<file path="src/rtl/bidir_io_bank_if.sv">
// bidir_io_bank_if: fabric/pad-ring signal bundle for the bidirectional pad bank
interface bidir_io_bank_if #(parameter int WIDTH = 8);
   logic [WIDTH-1:0] i_pad, o_pad, o_oe, i_dat, o_dat;
   logic dir_req, dir, busy, i_en, i_valid, o_valid, o_ready;
   modport master (output i_pad, dir_req, i_en, o_dat, o_valid,
                   input o_pad, o_oe, dir, busy, i_dat, i_valid, o_ready);
   modport slave (input i_pad, dir_req, i_en, o_dat, o_valid,
                  output o_pad, o_oe, dir, busy, i_dat, i_valid, o_ready);
endinterface

</file>
<file path="src/rtl/bidir_io_bank.sv">
// bidir_io_bank: registered bidirectional pad bank with dead-cycle direction turnaround
module bidir_io_bank #(
   parameter int WIDTH    = 8,
   parameter int IN_SYNC  = 2,
   parameter int TURN_CYC = 1
) (
   input logic clk,
   input logic rst,
   bidir_io_bank_if.slave io
);
   typedef enum logic [1:0] {RX, T2TX, TX, T2RX} state_t;
   localparam int SN = IN_SYNC == 0 ? 1 : IN_SYNC;
   localparam logic [3:0] TC_LAST = 4'(TURN_CYC == 0 ? 0 : TURN_CYC - 1);
   localparam logic [1:0] FC_MAX = 2'(IN_SYNC);
   state_t state_q, state_d;
   logic [3:0] tc_q, tc_d;
   logic [1:0] fc_q, fc_d;
   logic [WIDTH-1:0] out_q, out_d, sync_out;
   logic [WIDTH-1:0] sync_q [SN];
   logic [WIDTH-1:0] sync_d [SN];
   logic oe_q, oe_d, busy_q, busy_d;
   always_comb begin
      state_d = state_q;
      unique case (state_q)
         RX:   state_d = io.dir_req ? (TURN_CYC == 0 ? TX : T2TX) : RX;
         T2TX: state_d = tc_q == TC_LAST ? TX : T2TX;
         TX:   state_d = !io.dir_req ? (TURN_CYC == 0 ? RX : T2RX) : TX;
         T2RX: state_d = tc_q == TC_LAST ? RX : T2RX;
      endcase
      tc_d = (state_q == T2TX || state_q == T2RX) && state_d == state_q ? tc_q + 4'd1 : '0;
      fc_d = state_q != RX ? '0 : fc_q == FC_MAX ? fc_q : fc_q + 2'd1;
      // out reg is zero whenever the next state is not TX, so O_PAD falls with O_OE
      out_d = state_d != TX ? '0 : state_q == TX && io.o_valid ? io.o_dat : out_q;
      oe_d = state_d == TX;
      busy_d = state_d == T2TX || state_d == T2RX;
      sync_d[0] = io.i_pad;
      for (int i = 1; i < SN; i++) sync_d[i] = sync_q[i-1];
   end
   always_ff @(posedge clk) begin
      if (rst) begin
         state_q <= RX;
         tc_q <= '0;
         fc_q <= '0;
         out_q <= '0;
         oe_q <= 1'b0;
         busy_q <= 1'b0;
         sync_q <= '{default: '0};
      end else begin
         state_q <= state_d;
         tc_q <= tc_d;
         fc_q <= fc_d;
         out_q <= out_d;
         oe_q <= oe_d;
         busy_q <= busy_d;
         sync_q <= sync_d;
      end
   end
   assign sync_out = IN_SYNC == 0 ? io.i_pad : sync_q[SN-1];
   assign io.o_oe = {WIDTH{oe_q}};
   assign io.o_pad = out_q;
   assign io.dir = oe_q;
   assign io.o_ready = oe_q;
   assign io.busy = busy_q;
   assign io.i_valid = io.i_en && state_q == RX && fc_q == FC_MAX;
   assign io.i_dat = io.i_valid ? sync_out : '0;
endmodule

</file>
<file path="src/flat_wrapper.sv">
// flat-port wrapper written by rule: the top's interface ports become plain ports
module bidir_io_bank_flat 
#(
   parameter int WIDTH    = 8,
   parameter int IN_SYNC  = 2,
   parameter int TURN_CYC = 1
)
  (clk, rst, io_i_pad, io_dir_req, io_i_en, io_o_dat, io_o_valid, io_o_pad, io_o_oe, io_dir, io_busy, io_i_dat, io_i_valid, io_o_ready);
  bidir_io_bank_if #(.WIDTH(WIDTH)) io_i ();
  input logic clk;
  input logic rst;
  input wire logic [$bits(io_i.i_pad)-1:0] io_i_pad;
  input wire logic [$bits(io_i.dir_req)-1:0] io_dir_req;
  input wire logic [$bits(io_i.i_en)-1:0] io_i_en;
  input wire logic [$bits(io_i.o_dat)-1:0] io_o_dat;
  input wire logic [$bits(io_i.o_valid)-1:0] io_o_valid;
  output wire logic [$bits(io_i.o_pad)-1:0] io_o_pad;
  output wire logic [$bits(io_i.o_oe)-1:0] io_o_oe;
  output wire logic [$bits(io_i.dir)-1:0] io_dir;
  output wire logic [$bits(io_i.busy)-1:0] io_busy;
  output wire logic [$bits(io_i.i_dat)-1:0] io_i_dat;
  output wire logic [$bits(io_i.i_valid)-1:0] io_i_valid;
  output wire logic [$bits(io_i.o_ready)-1:0] io_o_ready;
  assign io_i.i_pad = io_i_pad;
  assign io_i.dir_req = io_dir_req;
  assign io_i.i_en = io_i_en;
  assign io_i.o_dat = io_o_dat;
  assign io_i.o_valid = io_o_valid;
  assign io_o_pad = io_i.o_pad;
  assign io_o_oe = io_i.o_oe;
  assign io_dir = io_i.dir;
  assign io_busy = io_i.busy;
  assign io_i_dat = io_i.i_dat;
  assign io_i_valid = io_i.i_valid;
  assign io_o_ready = io_i.o_ready;
  bidir_io_bank #(.WIDTH(WIDTH), .IN_SYNC(IN_SYNC), .TURN_CYC(TURN_CYC)) u_core (.clk(clk), .rst(rst), .io(io_i));
endmodule
</file>
<file path="config.mk">
export PLATFORM = sky130hd
export DESIGN_NAME = bidir_io_bank_flat
export DESIGN_NICKNAME = d
export VERILOG_FILES = /design/src/rtl/bidir_io_bank_if.sv /design/src/rtl/bidir_io_bank.sv /design/src/flat_wrapper.sv
export SDC_FILE = /design/constraint.sdc
export NUM_CORES = 1
export LEC_CHECK = 0
export CAP_MARGIN = 40
export CORE_AREA = 2 2 59 61
export DETAILED_ROUTE_END_ITERATION = 7
export DIE_AREA = 0 0 61 63
export MAX_ROUTING_LAYER = met4
export PLACE_DENSITY = 0.81
export RECOVER_POWER = 50
export SLEW_MARGIN = 5
export SYNTH_ARGS = -nofsm -noshare
export SYNTH_HDL_FRONTEND = slang
export SYNTH_SLANG_ARGS = --single-unit
</file>
<file path="constraint.sdc">
create_clock -name clk -period 1.5 [get_ports clk]
set_clock_uncertainty 0.1 [all_clocks]
set_input_delay 0.3 -clock clk [delete_from_list [all_inputs] [get_ports clk]]
set_output_delay 0.3 -clock clk [all_outputs]
set_load 0.1 [all_outputs]
</file>
# After elaboration in Yosys (flattened, before gate mapping)
# Cells that the tools add are included.
[totals] regBits=34 inputBits=21 out_inout_bits=28 wordCells=38
[classes] addsub=2 eq_ne=9 muxes=6 n_bitwise=1 reduce_logical=12
[op_table] cell="2-bit == test, second input constant" n=5
[op_table] cell="8-bit 2-to-1 mux" n=1
[op_table] cell="2-bit case mux with 4 select lines" n=1
[op_table] cell="2-bit OR reduction" n=3
[op_table] cell="4-bit by 1-bit adder with 4-bit output, second input constant" n=1
[op_table] cell="2-bit by 1-bit == test with 1-bit output, second input constant" n=2
[op_table] cell="1-bit logical AND" n=4
[op_table] cell="4-bit zero test" n=1
[op_table] cell="2-bit 2-to-1 mux" n=2
[op_table] cell="2-bit by 1-bit adder with 2-bit output, second input constant" n=1
[op_table] cell="2-bit == test" n=1
[op_table] cell="2-bit zero test" n=1
[op_table] cell="1-bit logical OR" n=2
[op_table] cell="1-bit 2-to-1 mux" n=2
[op_table] cell="2-bit inequality test, second input constant" n=1
[op_table] cell="2-bit nonzero test" n=1
[op_table] cell="1-bit NOT" n=1

# Longest topological paths before layout
[logic_depth] ltp_word=7 ltp_mapped=5 mapped_depth_nobuf=5

# Worst setup path before layout
# Ideal clock, no wire load.
[synth_path] path_kind="register to output" from="reg u_core.fc_q[0]" to="out io_i_dat[0]" t_arrival_ns=2.833 required_time_ns=1.100 setup_slack_ns=-1.733 stages_incl_launch_ff=6 n_path_buf=0 path_cell_list="dfxtp_1 -> inv_1 -> ha_1 -> nand2_1 -> nor3_2 -> and2_1"
[synth_via] elab_chain_cells=3
[synth_lines] item="from (decl)" line="bidir_io_bank.sv:17" rtl="logic [1:0] fc_q, fc_d;"
[synth_lines] item="from (signal assigned)" line="bidir_io_bank.sv:43" rtl="fc_q <= '0;"
[synth_lines] item="from (signal assigned)" line="bidir_io_bank.sv:51" rtl="fc_q <= fc_d;"
[synth_lines] item="2-bit == test" line="bidir_io_bank.sv:64" rtl="assign io.i_valid = io.i_en && state_q == RX && fc_q == FC_MAX;"
[synth_lines] item="1-bit logical AND" line="bidir_io_bank.sv:64"
[synth_lines] item="via io_i_valid" line="flat_wrapper.sv:22" rtl="output wire logic [$bits(io_i.i_valid)-1:0] io_i_valid;"
[synth_lines] item="8-bit 2-to-1 mux" line="bidir_io_bank.sv:65" rtl="assign io.i_dat = io.i_valid ? sync_out : '0;"
[synth_lines] item="to (decl)" line="flat_wrapper.sv:21" rtl="output wire logic [$bits(io_i.i_dat)-1:0] io_i_dat;"
# The timed path passes the listed nets, and every way through them passes these cells.

# Worst setup path in the final report
[layout_path] from="reg u_core.fc_q[0]" to="out io_i_dat[2]"
[layout_via] elab_chain_cells=3
[layout_lines] item="2-bit == test" line="bidir_io_bank.sv:64"
[layout_lines] item="1-bit logical AND" line="bidir_io_bank.sv:64"
[layout_lines] item="8-bit 2-to-1 mux" line="bidir_io_bank.sv:65"
# Every way passes these cells.

==> results.json <==
{
  "yosysWarnings": 0,
  "syn_inst": 123,
  "dieArea_mm2": 0.00384,
  "antenna_cells": 0,
  "worst-path-stages": 7,
  "synth_ff_type": "dfxtp_1",
  "postCtsHoldBufs": 0,
  "ys_ff_latch": 34,
  "critPathLaunchType": "flip-flop",
  "gp_congestion": 0.773,
  "setup_viol": 9,
  "synth_compound_area_share_pct": 2.36,
  "dieWidth_um": 61,
  "end_kind": "output pin",
  "clock_sinks": 34,
  "dieHeight_um": 63,
  "status": "finished with violations",
  "ctsLongestPathBuffers": 2,
  "grt_pass1_wl_um": 4080,
  "synthSimpleGateAreaFrac_pct": 22.5,
  "wirelength_um": 2510,
  "synth_area_mm2": 0.00127,
  "cp-startpoint": "u_core.fc_q[0]",
  "r2r_end": "u_core.state_q[1]",
  "rsz0062_at_grt": "yes",
  "clk_latency_ns": 0.34,
  "ys_seq_area_share_pct": 53.5,
  "critPathMaxFanout": 9,
  "syn2layout_area_growth_pct": 72.6,
  "fmax_mhz": 529,
  "drt-initial-drc-count": 14,
  "p_leak_nw": 0.955,
  "drv_cap": 0,
  "synth_top_area_share_pct": 53.5,
  "clockRootBuffer": "clkbuf_4",
  "syn_area_per_cell_um2": 10.3,
  "slew_violations": 0,
  "synth_edf_count": 0,
  "drtPass1Iterations": 3,
  "period_minus_slack_ns": 1.89,
  "antenna_found_initial": 0,
  "yosys.area.top_type": "dfxtp_1",
  "fin_cells": 225,
  "layout.cells.most_common": "dfxtp_1",
  "routed_via_density": 4.35,
  "synth-adder-area-share_pct": 2.95,
  "routedWlPerCell_um": 11.1,
  "drive_gt1_share_pct": 37.4,
  "synth.lib_cells_used.distinct": 25,
  "vias": 978,
  "setup.worst_path.end": "io_i_dat[2]",
  "async_flop_share_pct": 0,
  "arrival_ns": 1.49,
  "fin_nets": 202,
  "rows": 21,
  "first_global_vias": 949,
  "ant_nets": 0,
  "grt_usage_pct": 14.9,
  "drc": 0,
  "powerDensity_mw_per_mm2": 1240,
  "utilization_pct": 67.9,
  "hpwl_um": 1930,
  "core_mm2": 0.00323,
  "path_cells": "inv_2 > ha_4 > nand2_4 > nor3_4 > buf_6 > and2_4 > buf_12",
  "final_cell_mix": "30 x dfxtp_1, 25 x buf_12, 19 x clkdlybuf4s50_1",
  "dp.cells": 213,
  "io_buffers": 48,
  "vdd_drop_max_uv": 659,
  "cp.required_ns": 1.10,
  "fin_crit_sh_pct": 126,
  "cp_slowest_stage_delay_ns": 0.34,
  "cts_made_buffers": 5,
  "reg2reg_slack_ns": 0.01,
  "grt_overflow": 0,
  "final_hold_viol_count": 0,
  "cts.clk_slew.worst_paths_ns": 0.09,
  "synth_mux_area_share_pct": 6.29,
  "syn-num-nets": 147,
  "reg2regPathDepth": 4,
  "tightest_slew_ns": 0.387,
  "cts_tree": "done",
  "layout_setup_ws_ns": -0.389,
  "n_fill_cell": 234,
  "finalSetupTns_ns": -3.44,
  "synth_area_leaders": "dfxtp_1 53%, nor2b_1 7.9%, mux2i_1 6.3%, buf_4 5.9%, nor2_1 4.4%",
  "synthXorXnorAreaFrac_pct": 3.44,
  "grt_max_degree": 22,
  "max_slew_margin_pct": 74.1,
  "crit_family": "buffers and inverters",
  "cp_num_buf_inv": 3,
  "ioPinCount": 49,
  "synth_top_family_by_area": "simple AND/OR/NAND/NOR gates",
  "pre_cts_ws_ns": -0.487,
  "r2r-start": "u_core.state_q[0]",
  "fin_hold_ws_ns": 0.336,
  "h-tree-depth": 2,
  "hp-class": "reg2reg",
  "worstSetupPathType": "reg2out",
  "violations": "setup timing",
  "crit_slowest_cell": "dfxtp_2",
  "start_util_pct": 39.4
}
[cell type report]
type / instances / area, um2 / share of cell area, %
inverters: 7 / 26.3 / 1.20
multi-input cells: 70 / 548 / 25.0
well taps: 46 / 57.6 / 2.62
clock buffers: 7 / 55.1 / 2.51
repair buffers: 60 / 816 / 37.2
clock inverters: 1 / 5.00 / 0.228
flip-flops and latches: 34 / 688 / 31.3
[power by group]
group          internal (W)  leakage, nW  switching (W)  total, W
clock network      0.000227       0.0353       0.000298  0.000524
logic              0.000460        0.639       0.000713   0.00117
registers          0.000973        0.281      0.0000425   0.00102
[kinds of logic after synthesis]
logic type | count (synthesis)
buffers and inverters | 20
xor gates and xnor gates | 5
AOI/OAI and AO/OA | 3
adders and majority gates | 3
DFF | 34
and+or+nand+nor | 50
muxes | 8
[cell usage after synthesis, types with 2 or more instances]
master    number
dfxtp_1       34
nor2b_1       16
nor2_1        15
buf_4         10
and2_1         8
mux2i_1        8
inv_1          6
ha_1           3
xnor2_1        3
clkbuf_1       2
nor3_1         2
nor4_1         2
xor2_1         2
[worst min-delay path by stage]
stage                           from                 end  slack, ns  depth (start not counted)
finish                u_core.tc_q[0]      u_core.tc_q[0]       0.34                          1
CTS                 u_core.sync_d[1]  u_core.sync_out[1]       0.35                          1
detailed placement  u_core.sync_d[0]  u_core.sync_out[0]       0.33                          1
floorplan                        rst    u_core.sync_d[1]       0.27                          1
global placement    u_core.sync_d[5]  u_core.sync_out[5]       0.32                          1
global route          u_core.tc_q[0]      u_core.tc_q[0]       0.36                          1
[state kept, by name (all words and copies together) (netlist names)]
register / cells
u_core.fc_q: 2
u_core.io.busy: 1
u_core.io.dir: 1
u_core.io.o_pad: 8
u_core.state_q: 2
u_core.sync_d: 8
u_core.sync_out: 8
u_core.tc_q: 4
[metrics by stage]
step                area, um2  total power [W]
global placement         2130          0.00215
global route             2200          0.00283
detailed placement       2130          0.00218
CTS                      2240          0.00274
finish                   2200          0.00271
floorplan                1320          0.00180
[per-layer routing]
| metal | vias to the layer above | global-route usage, % | share of wire [%] |
|---|---|---|---|
| li1 | 494 | - | - |
| met1 | 446 | 15.0 | 38 |
| met2 | 30 | 24.3 | 54 |
| met3 | 8 | 4.14 | 5.3 |
| met4 | 0 | 9.78 | 3.0 |
| met5 | - | - | 0 |
[timing repair]
action	4_1_cts	5_1_grt
endpoints found under the setup margin	19	21
gates resized for setup	3	3
hold endpoints to repair	0	0
pin swaps	1	1
buffers inserted	3	0
gates cloned	0	1
Note: power is estimated with default switching activity, not from simulation.
